### src/rtl/ir_pkg.sv
// ---------------------------------------------------------------------------
// ir_pkg
// Shared types and constants for the IR scan scheduler and its error
// calculator: FSM state encoding, reading width, sensor weights and the
// saturation limits of the 16-bit signed line-position error.
// No ports (package).
// ---------------------------------------------------------------------------
package ir_pkg;

  localparam int RD_W  = 12;
  localparam int RAW_W = 18;

  typedef enum logic [1:0] {
    IDLE,
    REQ,
    WAIT,
    HOLD
  } state_t;

  // Inner sensors weigh least, outer sensors most, so the error grows with
  // how far the line has drifted from centre.
  localparam logic signed [RAW_W-1:0] W0 = 18'sd1;
  localparam logic signed [RAW_W-1:0] W1 = 18'sd2;
  localparam logic signed [RAW_W-1:0] W2 = 18'sd4;
  localparam logic signed [RAW_W-1:0] W3 = 18'sd8;

  localparam logic signed [15:0] ERR_MAX = 16'sh7FFF;
  localparam logic signed [15:0] ERR_MIN = 16'sh8000;

  // Clamp the wide weighted sum into the 16-bit signed error range.
  function automatic logic signed [15:0] sat16(input logic signed [RAW_W-1:0] raw);
    if (raw > 18'sd32767) begin
      return ERR_MAX;
    end else if (raw < -18'sd32768) begin
      return ERR_MIN;
    end else begin
      return raw[15:0];
    end
  endfunction

endpackage

### src/rtl/ir_err_calc.sv
// ---------------------------------------------------------------------------
// ir_err_calc
// Purely combinational: weighted right-minus-left difference of the eight
// IR readings, saturated to a 16-bit signed error. The caller registers it.
// Ports:
//   i_r0..i_r3  right-side readings, unsigned, R0 innermost
//   i_l0..i_l3  left-side readings, unsigned, L0 innermost
//   o_error     saturated signed line-position error
// ---------------------------------------------------------------------------
module ir_err_calc
  import ir_pkg::*;
(
  input  logic        [RD_W-1:0] i_r0,
  input  logic        [RD_W-1:0] i_r1,
  input  logic        [RD_W-1:0] i_r2,
  input  logic        [RD_W-1:0] i_r3,
  input  logic        [RD_W-1:0] i_l0,
  input  logic        [RD_W-1:0] i_l1,
  input  logic        [RD_W-1:0] i_l2,
  input  logic        [RD_W-1:0] i_l3,
  output logic signed [15:0]     o_error
);

  localparam int PAD = RAW_W - RD_W;

  logic signed [RAW_W-1:0] w_d0;
  logic signed [RAW_W-1:0] w_d1;
  logic signed [RAW_W-1:0] w_d2;
  logic signed [RAW_W-1:0] w_d3;
  logic signed [RAW_W-1:0] w_raw;

  // Zero-extend before subtracting so each difference is a proper signed value.
  assign w_d0 = $signed({{PAD{1'b0}}, i_r0}) - $signed({{PAD{1'b0}}, i_l0});
  assign w_d1 = $signed({{PAD{1'b0}}, i_r1}) - $signed({{PAD{1'b0}}, i_l1});
  assign w_d2 = $signed({{PAD{1'b0}}, i_r2}) - $signed({{PAD{1'b0}}, i_l2});
  assign w_d3 = $signed({{PAD{1'b0}}, i_r3}) - $signed({{PAD{1'b0}}, i_l3});

  // Worst case is 15 * 4095, well inside 18-bit signed, so no intermediate overflow.
  assign w_raw = w_d0 * W0 + w_d1 * W1 + w_d2 * W2 + w_d3 * W3;

  assign o_error = sat16(w_raw);

endmodule

### src/rtl/ir_scan_sched.sv
// ---------------------------------------------------------------------------
// ir_scan_sched
// Issues periodic scan requests to the IR front end, watches each scan with a
// timeout, converts accepted readings into a registered line-position error
// and tracks consecutive line-absent scans.
// Ports:
//   i_clk, i_rst_n        clock, asynchronous active-low reset
//   i_run                 level, scheduling enabled
//   i_clr_err             pulse, clears o_timeout_err
//   o_scan_go             one-cycle scan start pulse
//   i_ir_vld              result valid from the IR interface (used in WAIT only)
//   i_line_present        qualifies the readings, sampled with i_ir_vld
//   i_ir_r0..3/i_ir_l0..3 12-bit sensor readings
//   o_error, o_err_vld    saturated signed error and its one-cycle strobe
//   o_line_lost           line absent for MISS_LIM consecutive scans
//   o_timeout_err         sticky scan-timeout flag
//   o_busy                high while a scan is requested or outstanding
// ---------------------------------------------------------------------------
module ir_scan_sched
  import ir_pkg::*;
#(
  parameter int PERIOD   = 4096,
  parameter int TIMEOUT  = 30000,
  parameter int MISS_LIM = 3
) (
  input  logic                   i_clk,
  input  logic                   i_rst_n,
  input  logic                   i_run,
  input  logic                   i_clr_err,
  output logic                   o_scan_go,
  input  logic                   i_ir_vld,
  input  logic                   i_line_present,
  input  logic        [RD_W-1:0] i_ir_r0,
  input  logic        [RD_W-1:0] i_ir_r1,
  input  logic        [RD_W-1:0] i_ir_r2,
  input  logic        [RD_W-1:0] i_ir_r3,
  input  logic        [RD_W-1:0] i_ir_l0,
  input  logic        [RD_W-1:0] i_ir_l1,
  input  logic        [RD_W-1:0] i_ir_l2,
  input  logic        [RD_W-1:0] i_ir_l3,
  output logic signed [15:0]     o_error,
  output logic                   o_err_vld,
  output logic                   o_line_lost,
  output logic                   o_timeout_err,
  output logic                   o_busy
);

  localparam logic [15:0] PER_LAST = 16'(PERIOD - 1);
  localparam logic [15:0] TMO_LAST = 16'(TIMEOUT - 1);
  localparam logic [7:0]  MISS_MAX = 8'(MISS_LIM);

  state_t             r_state;
  logic [15:0]        r_period;
  logic [15:0]        r_tmo;
  logic [7:0]         r_miss;
  logic               r_scan_go;
  logic               r_busy;
  logic signed [15:0] r_error;
  logic               r_err_vld;
  logic               r_line_lost;
  logic               r_timeout_err;
  logic signed [15:0] w_calc;

  ir_err_calc u_err_calc (
    .i_r0    (i_ir_r0),
    .i_r1    (i_ir_r1),
    .i_r2    (i_ir_r2),
    .i_r3    (i_ir_r3),
    .i_l0    (i_ir_l0),
    .i_l1    (i_ir_l1),
    .i_l2    (i_ir_l2),
    .i_l3    (i_ir_l3),
    .o_error (w_calc)
  );

  // Scheduler FSM with all outputs registered. The period counter is loaded
  // with 1 in REQ so that it holds the number of cycles since scan_go; HOLD
  // leaving at PERIOD-1 then spaces scan_go pulses exactly PERIOD apart, and
  // the >= compare covers scans that overran the period.
  always_ff @(posedge i_clk or negedge i_rst_n) begin
    if (!i_rst_n) begin
      r_state       <= IDLE;
      r_period      <= '0;
      r_tmo         <= '0;
      r_miss        <= '0;
      r_scan_go     <= 1'b0;
      r_busy        <= 1'b0;
      r_error       <= '0;
      r_err_vld     <= 1'b0;
      r_line_lost   <= 1'b0;
      r_timeout_err <= 1'b0;
    end else begin
      r_err_vld   <= 1'b0;
      r_line_lost <= (r_miss == MISS_MAX);
      if (r_period != 16'hFFFF) begin
        r_period <= r_period + 16'd1;
      end
      // A timeout set later in this block overrides the clear.
      if (i_clr_err) begin
        r_timeout_err <= 1'b0;
      end

      if (!i_run) begin
        r_state   <= IDLE;
        r_scan_go <= 1'b0;
        r_busy    <= 1'b0;
      end else begin
        case (r_state)
          IDLE: begin
            r_state   <= REQ;
            r_scan_go <= 1'b1;
            r_busy    <= 1'b1;
          end
          REQ: begin
            r_state   <= WAIT;
            r_scan_go <= 1'b0;
            r_period  <= 16'd1;
            r_tmo     <= '0;
          end
          WAIT: begin
            // A valid result in the limit cycle still counts as on time.
            if (i_ir_vld) begin
              r_state <= HOLD;
              r_busy  <= 1'b0;
              if (i_line_present) begin
                r_error     <= w_calc;
                r_err_vld   <= 1'b1;
                r_miss      <= '0;
                r_line_lost <= 1'b0;
              end else if (r_miss != MISS_MAX) begin
                r_miss <= r_miss + 8'd1;
              end
            end else if (r_tmo == TMO_LAST) begin
              r_state       <= HOLD;
              r_busy        <= 1'b0;
              r_timeout_err <= 1'b1;
            end else begin
              r_tmo <= r_tmo + 16'd1;
            end
          end
          HOLD: begin
            if (r_period >= PER_LAST) begin
              r_state   <= REQ;
              r_scan_go <= 1'b1;
              r_busy    <= 1'b1;
            end
          end
          default: begin
            r_state   <= IDLE;
            r_scan_go <= 1'b0;
            r_busy    <= 1'b0;
          end
        endcase
      end
    end
  end

  assign o_scan_go     = r_scan_go;
  assign o_busy        = r_busy;
  assign o_error       = r_error;
  assign o_err_vld     = r_err_vld;
  assign o_line_lost   = r_line_lost;
  assign o_timeout_err = r_timeout_err;

endmodule

### config.mk
export PLATFORM = sky130hd
export DESIGN_NAME = ir_scan_sched
export DESIGN_NICKNAME = d
export VERILOG_FILES = /design/src/rtl/ir_pkg.sv /design/src/rtl/ir_err_calc.sv /design/src/rtl/ir_scan_sched.sv
export SDC_FILE = /design/constraint.sdc
export NUM_CORES = 1
export LEC_CHECK = 0
export ABC_AREA = 1
export BUFFER_PORTS_ARGS = -buffer_cell sky130_fd_sc_hd__buf_2
export CAP_MARGIN = 10
export CORE_ASPECT_RATIO = 1.5
export CORE_MARGIN = 3
export CORE_UTILIZATION = 35
export CTS_BUF_LIST = sky130_fd_sc_hd__clkbuf_16
export DETAILED_ROUTE_END_ITERATION = 8
export PLACE_DENSITY = 0.63
export SETUP_SLACK_MARGIN = 0.4
export SYNTH_ARGS = -nofsm -noshare
export SYNTH_HDL_FRONTEND = slang
export SYNTH_SLANG_ARGS = --single-unit
### constraint.sdc
create_clock -name i_clk -period 3 [get_ports i_clk]
set_input_delay 0.15 -clock i_clk [delete_from_list [all_inputs] [get_ports i_clk]]
set_output_delay 0.15 -clock i_clk [all_outputs]
set_load 0.01 [all_outputs]
==> results.rst, run 1 <==
.. list-table::
   :header-rows: 1

   * - Metric
     - Value
   * - Run status
     - finished, violations left
   * - Violated checks
     - negative setup slack
   * - Critical-path cell list
     - buf_6, inv_4, ha_4, inv_2, fa_2, nand3_2, nand2_4, a21oi_4, o21ai_2, a21o_1, a21o_1, fa_1, inv_1, fa_1, ha_4, a21oi_1, nand2_1, a21oi_2, nand3_1, nand2_1, nand2_2, a21oi_4, buf_12, a21oi_2
   * - Final Net Count
     - between 1,000 and 1,500
   * - Worst hold path class
     - input pin to flop
   * - Core Region
     - about 20,000 µm²
   * - Unrepaired setup endpoints after global routing
     - yes
   * - Number of endpoints failing setup at the final stage
     - 16
   * - CP startpoint kind
     - input pin
   * - Residual antenna-violating net count after detailed routing
     - 0
   * - Standard cell area after detailed placement
     - 9250 µm²
   * - Internal power summed over all cells
     - 5570 µW
   * - Area of the die
     - 22,100 µm²
   * - Unique masters post-synth
     - 41
   * - Routability-driven placement congestion ratio
     - 0.909
   * - Static leakage power
     - 0.00528 µW
   * - TritonCTS clock tree
     - yes
   * - Level count of the clock H-tree
     - 3
   * - Worst-path maximum fanout
     - 12
   * - Clock latency on the worst-skew pair
     - 330 ps
   * - Antenna violations before repair
     - 0
   * - Total number of yosys warnings
     - 0
   * - Wire per inst
     - 12.7 µm
   * - Global-route wire length before repair
     - approximately 33,000 µm
   * - Netlist Area Pre-Place
     - 7100 µm²
   * - Sequential element share of the synthesized area
     - 22.2%
   * - Detailed-route wire length
     - 19,500 µm
   * - Ratio of cells with drive above 1 in the final layout
     - 31.7%
   * - Worst-case headroom to the max-slew limit
     - 64.1%
   * - Clock buffers created by TritonCTS
     - 9
   * - Post-Layout Cell Count
     - 1,533
   * - Clock transition at the registers of the reported paths
     - around 50 ps
   * - Vias/cell
     - between 4 and 5
   * - HPWL after DPL
     - around 16,000 µm
   * - Period utilisation layout
     - 129%
   * - Post-Syn Instances
     - slightly below 1,000
   * - IO Port Bufs
     - 122
   * - I/O pins
     - 123
   * - Post-synthesis cell type with the largest combined area
     - sky130_fd_sc_hd__dfrtp_1
   * - Average size of a mapped cell
     - 7.18 µm²
   * - Post-Place Cells
     - around 1,500
   * - Number of clock sinks
     - 63
   * - # diodes
     - 0
   * - Min Clock Period, post-route
     - 3870 ps
   * - Slew at the pin with the worst max-slew slack
     - between 500 and 600 ps
   * - VDD IR-drop max
     - approximately 0.00078 V
   * - Slowest cell on the critical path
     - sky130_fd_sc_hd__fa_1
   * - Buffer cell driving the clock tree root
     - sky130_fd_sc_hd__clkbuf_16
   * - Die outline height
     - 180 µm
   * - Via count
     - 7,237
   * - Vias in the first global route
     - around 7,700
   * - NetSw
     - between 5000 and 6000 µW
   * - Drt first pass iters
     - 4
   * - Synthesis-to-layout area growth
     - 40.4%
   * - Number of enable flip-flop cells after synthesis
     - 0
   * - DRT iter0 DRCs
     - 280
   * - Crit path required time
     - 3210 ps
   * - Accumulated negative setup slack
     - -13,660 ps
   * - Std cell rows
     - 63
   * - Power per cell area
     - about 1100 nW/µm²
   * - Share of flip-flops with an asynchronous set or reset after synthesis
     - 100%
   * - Worst reg-to-reg setup slack
     - 970 ps
   * - Maximum Capacitance Violations
     - 0
   * - Count of state elements after synthesis
     - 63
   * - Ranking of synthesized cells by area
     - sky130_fd_sc_hd__dfrtp_1 (22%), sky130_fd_sc_hd__ha_1 (13%), sky130_fd_sc_hd__inv_1 (11%)
   * - Category of the critical setup timing path
     - input pin to flop
   * - Switching share of total power
     - 47.7%
   * - Post-route design area
     - 9970 µm²
   * - Crit end category
     - flop
   * - Initial core utilization
     - 35.7%
   * - Comb power frac
     - 79.0%
   * - Detailed-route DRC error count
     - 0
   * - Final Power
     - ~11,000 µW
   * - Worst clock skew
     - 7.51 ps
   * - Proportion of netlist area held by the largest area contributor
     - 22.2%
   * - Final Slew Violations
     - 0
   * - Syn nets
     - 1,194
   * - Sum of overflow across all layers after global routing
     - 0
   * - Final hold violation count
     - 0
   * - Horizontal extent of the die
     - 122 µm
   * - Worst-case setup margin in the final layout
     - -865 ps
   * - Global-route usage over all layers
     - 18.1%
   * - Worst Path Arrival
     - 4080 ps
   * - Bufs on Longest Clock Path
     - 2
   * - Crit path largest cell delay
     - 520 ps
   * - Clock group share of total power
     - 9.3%
   * - Upper clock frequency limit
     - 0.259 GHz
   * - Sequential fraction of design power
     - about an eighth
   * - Primary FF master, synth
     - sky130_fd_sc_hd__dfrtp_1
   * - Maximum number of pins on one net before global-route repair
     - 28
[power by group through the flow]
stage | clock network, µW | registers (µW) | logic [µW]
after floorplan | 0 | 1280 | 4610
after global placement | 0 | 1260 | 7230
after detailed placement | 0 | 1260 | 7300
after CTS | 1000 | 1250 | 8150
after global routing | 1040 | 1280 | 9350
final | 987 | 1250 | 8420
[cell families after synthesis]
kind of cell	count (synthesis)	share of synthesized area (%)
xor gates and xnor gates	64	7.90
buffers and inverters	216	11.7
DFF	63	22.2
and+or+nand+nor	381	23.3
AOI/OAI and AO/OA	160	13.0
adders and majority gates	104	21.8
[area by class of cell]
class / count / area (µm²)
Clock inverter: 6 / 53.8
Sequential cell: 63 / 1580
Multi-Input combinational cell: 710 / 5160
Inverter: 206 / 793
Timing Repair Buffer: 279 / 1830
Clock buffer: 9 / 225
Fill cell: 1975 / 9900
Tap cell: 260 / 325
[path summary, 6_finish.rpt]
| check | from | end | cells after the start |
|---|---|---|---|
| max in group asynchronous | i_rst_n | r_tmo[10] | 3 |
| min in group asynchronous | i_rst_n | r_miss[5] | 2 |
| setup / recovery | i_ir_r1[0] | o_error[12] | 24 |
| hold / removal | i_ir_vld | o_timeout_err | 2 |
| setup reg to reg | r_period[0] | o_busy | 12 |
| hold reg to reg | o_busy | o_busy | 2 |
[Yosys cell counts (3+ instances only)]
cell	number
sky130_fd_sc_hd__inv_1	204
sky130_fd_sc_hd__nand2_1	192
sky130_fd_sc_hd__a21oi_1	75
sky130_fd_sc_hd__ha_1	71
sky130_fd_sc_hd__nor2_1	66
sky130_fd_sc_hd__dfrtp_1	63
sky130_fd_sc_hd__nand3_1	54
sky130_fd_sc_hd__o21ai_0	48
sky130_fd_sc_hd__xor2_1	48
sky130_fd_sc_hd__fa_1	33
sky130_fd_sc_hd__nor3_1	27
sky130_fd_sc_hd__nand4_1	21
sky130_fd_sc_hd__xnor2_1	16
sky130_fd_sc_hd__a21oi_2	10
sky130_fd_sc_hd__a21o_1	9
sky130_fd_sc_hd__nor4_1	6
sky130_fd_sc_hd__o31ai_1	5
sky130_fd_sc_hd__buf_2	4
sky130_fd_sc_hd__nand2_2	4
sky130_fd_sc_hd__clkbuf_1	3
sky130_fd_sc_hd__o21bai_1	3
[critical path, delay by kind of cell]
kind / cells / cell delay (ps)
buf+inv: 5 / 410
compound gates: 8 / 1210
fa+ha+maj: 5 / 1770
simple gates: 6 / 520
[sequential cells by signal, indices dropped and copies added, names as in the netlist]
name and count:
o_error 16, r_period 16, r_tmo 16, r_miss 8, r_state 2, o_busy 1, o_err_vld 1, o_line_lost 1
o_scan_go 1, o_timeout_err 1
[layer usage]
layer | global-route usage, % | share of wire, % | vias to the layer above
met5 | 0 | 0 | -
met4 | 7.67 | 4.1 | 0
met3 | 1.79 | 2.9 | 49
met2 | 35.9 | 55 | 178
met1 | 18.7 | 38 | 3282
li1 | - | - | 3728
[metrics by stage]
step	utilization [%]	hold WS (ps)	setup WS [ps]
after detailed placement	46.6	112	-1380
after floorplan	-	-146	-909
after CTS	49.5	43.2	-869
final	50.2	51.0	-865
after global placement	46.6	102	-1310
after global routing	50.2	61.0	-1060
[cell usage in the layout (no fill, tap or decap), drive strengths merged, types with 3 or more instances in the layout]
| cell | n |
|---|---|
| dfrtp | 63 |
| a21oi | 86 |
| nand2 | 199 |
| a21o | 9 |
| nor4 | 6 |
| nand4 | 21 |
| nand3 | 55 |
| xnor2 | 16 |
| ha | 71 |
| nor2 | 67 |
| inv | 207 |
| clkbuf | 9 |
| xor2 | 48 |
| o21ai | 48 |
| fa | 33 |
| o21bai | 3 |
| buf | 277 |
| clkinv | 3 |
| nor3 | 28 |
| o31ai | 5 |
[what timing repair did]
item	4_1_cts	5_1_grt
endpoints found under the hold margin	17	0
pin swaps	13	16
hold buffers	2	0
endpoints found under the setup margin	16	16
resized for setup	45	33
setup buffers	7	4
gates cloned	1	0
No activity file was read; power rests on OpenSTA's default activity.
==> run 2, diff against run 1 <==
--- a/config.mk
+++ b/config.mk
@@ -9,11 +9,10 @@
 export BUFFER_PORTS_ARGS = -buffer_cell sky130_fd_sc_hd__buf_2
 export CAP_MARGIN = 10
 export CORE_ASPECT_RATIO = 1.5
-export CORE_MARGIN = 3
-export CORE_UTILIZATION = 35
+export CORE_UTILIZATION = 45
 export CTS_BUF_LIST = sky130_fd_sc_hd__clkbuf_16
 export DETAILED_ROUTE_END_ITERATION = 8
-export PLACE_DENSITY = 0.63
+export PLACE_DENSITY = 0.75
 export SETUP_SLACK_MARGIN = 0.4
 export SYNTH_ARGS = -nofsm -noshare
 export SYNTH_HDL_FRONTEND = slang
==> run 2 against run 1 <==
Combinational power rose by 5.3%. Fmax fell by 3.4%. Utilization grew 15 points. Global-route usage rose by 5.3 points. Clock power is essentially flat. Wire length fell by 0.16%. Critical path depth decreased by 1. Total power is 4.2% higher. Count of clock-buffer cells in the layout unchanged. Non-clock buffer count unchanged. Worst hold slack lost 1.7 ps. The flow still finishes with violations (negative setup slack).
==> results.rst, run 2 (synthesized netlist as in run 1, its figures left out) <==
.. list-table::
   :header-rows: 1

   * - Metric
     - Value
   * - Run status
     - finished, violations left
   * - Violated checks
     - negative setup slack
   * - Slew at the pin with the worst max-slew slack
     - 882 ps
   * - Post-Place Cells
     - 1,437
   * - Detailed-route wire length
     - approximately 20,000 µm
   * - Level count of the clock H-tree
     - 3
   * - Area of the die
     - 16,300 µm²
   * - Maximum number of pins on one net before global-route repair
     - 41
   * - Leading cell types in the layout, fill and taps excluded
     - sky130_fd_sc_hd__inv_1 (190), sky130_fd_sc_hd__nand2_1 (161), sky130_fd_sc_hd__buf_4 (147)
   * - Critical-path cell list
     - buf_2, ha_1, a21oi_1, o21ai_0, a21oi_4, o21ai_2, a21o_1, a21o_1, fa_1, inv_2, fa_1, ha_4, nand2_4, inv_2, nand2_2, nand2_2, a21oi_4, nand3_1, nand2_1, nand2_2, a21oi_4, clkbuf_16, a21oi_2
   * - VDD IR-drop max
     - 0.000595 V
   * - Clock latency on the worst-skew pair
     - around 340 ps
   * - Sum of overflow across all layers after global routing
     - 0
   * - Number of instances on the worst hold path
     - 2
   * - TritonCTS clock tree
     - yes
   * - Worst hold path class
     - input pin to flop
   * - Clock transition at the registers of the reported paths
     - 50 ps
   * - Most frequent standard cell in the layout excluding fill and tap cells
     - sky130_fd_sc_hd__inv_1
   * - DRT iter0 DRCs
     - ~300
   * - Crit path required time
     - around 3200 ps
   * - Worst-case headroom to the max-slew limit
     - 41.2%
   * - Synthesis-to-layout area growth
     - 41.3%
   * - Crit end category
     - flop
   * - Bufs on Longest Clock Path
     - 2
   * - Worst reg-to-reg setup slack
     - 1010 ps
   * - CP startpoint
     - i_ir_r2[5]
   * - Ratio of cells with drive above 1 in the final layout
     - 33.1%
   * - Core Region
     - around 15,000 µm²
   * - Share of the core filled with cells
     - roughly two thirds
   * - Global-route wire length before repair
     - 30,900 µm
   * - I/O pins
     - 123
   * - Period utilisation layout
     - 133%
   * - Wire per inst
     - 13.2 µm
   * - Unrepaired setup endpoints after global routing
     - yes
   * - Via count
     - 7,335
   * - Worst-path maximum fanout
     - 6
   * - Routability-driven placement congestion ratio
     - 0.874
   * - Vias/cell
     - 4.98
   * - Worst clock skew
     - 7.67 ps
   * - Final Slew Violations
     - 0
   * - Horizontal extent of the die
     - ~100 µm
   * - Worst R2R End
     - o_busy
   * - Vias in the first global route
     - 7,317
   * - Number of clock sinks
     - 63
   * - Std cell rows
     - 55
   * - Final Net Count
     - 1,475
   * - Power per cell area
     - ~1100 nW/µm²
   * - Worst-case setup margin in the final layout
     - -1000 ps
   * - Static leakage power
     - roughly 0.0053 µW
   * - Maximum Capacitance Violations
     - 0
   * - Number of endpoints failing setup at the final stage
     - 16
   * - # diodes
     - 0
   * - Capturing element of the worst setup path
     - o_error[14]
   * - Upper clock frequency limit
     - 0.250 GHz
   * - Slowest cell on the critical path
     - sky130_fd_sc_hd__fa_1
   * - Path depth of the worst reg2reg path
     - 12
   * - Drt first pass iters
     - 4
   * - Clock buffers created by TritonCTS
     - 9
   * - R2R Path Start
     - r_period[0]
   * - IO Port Bufs
     - 122
   * - HPWL after DPL
     - 15,400 µm
   * - Buffer cell driving the clock tree root
     - sky130_fd_sc_hd__clkbuf_16
   * - Residual antenna-violating net count after detailed routing
     - 0
   * - Global-route usage over all layers
     - between 20% and 30%
   * - CP startpoint kind
     - input pin
   * - Post-Layout Cell Count
     - about 1,500
   * - Final hold violation count
     - 0
   * - Min Clock Period, post-route
     - between 4000 and 5000 ps
   * - Antenna violations before repair
     - 0
   * - Crit path largest cell delay
     - approximately 550 ps
   * - Detailed-route DRC error count
     - 0
   * - Worst Path Arrival
     - 4220 ps
   * - Initial core utilization
     - 46.5%
   * - Die outline height
     - 156 µm
   * - Category of the critical setup timing path
     - input pin to flop
## run 2: worst min-delay path by stage
stage / end / slack (ps) / from
6_report: o_timeout_err / 50 / i_ir_vld
5_1_grt: o_timeout_err / 60 / i_ir_vld
2_1_floorplan: o_busy / -150 / i_rst_n
3_3_place_gp: r_period[6] / 320 / i_rst_n
3_5_place_dp: r_period[6] / 330 / i_rst_n
4_1_cts: o_timeout_err / 50 / i_ir_vld
## run 2: stage by stage
stage	hold slack, ps	setup WS (ps)	instance area, µm²	setup TNS, ps	power (µW)
2_1_floorplan	-146	-909	7280	-13730	5890
3_3_place_gp	321	-1220	9130	-19270	8220
3_5_place_dp	327	-1360	9130	-21200	8410
4_1_cts	50.8	-828	9690	-12880	10200
5_1_grt	60.4	-1130	10000	-17480	11900
6_report	49.3	-1000	10000	-15360	11100
## run 2: critical path: cells and delay by family
| family | cells | cell delay, ps |
|---|---|---|
| compound gates | 9 | 1500 |
| fa+ha+maj | 4 | 1660 |
| buf+inv | 4 | 380 |
| simple gates | 6 | 490 |
## run 2: layout make-up
cell class | instances | area (µm²)
clock buffers | 9 | 225
clock inverters | 7 | 55.1
fillers | 1270 | 5250
inverters | 206 | 791
multi-input cells | 710 | 5260
flip-flops and latches | 63 | 1580
well taps | 199 | 249
repair buffers | 279 | 1870
## run 2: power breakdown
group,switching (µW),internal (µW)
clock,361,627
sequential,168,1080
combinational,4880,3990
## run 2: layer usage
layer	up-vias	global-route usage (%)	wire, µm
met1	3356	22.8	7200
met2	202	49.0	11000
li1	3732	-	-
met4	0	9.59	547
met5	-	0	0
met3	45	2.13	638
## run 2: repair_timing
action | 4_1_cts | 5_1_grt
endpoints found under the hold margin | 39 | 0
endpoints found under the setup margin | 16 | 16
pin swaps | 9 | 65
setup buffers | 7 | 9
resized for setup | 39 | 64
cloned | 1 | 1
hold buffers | 2 | 0
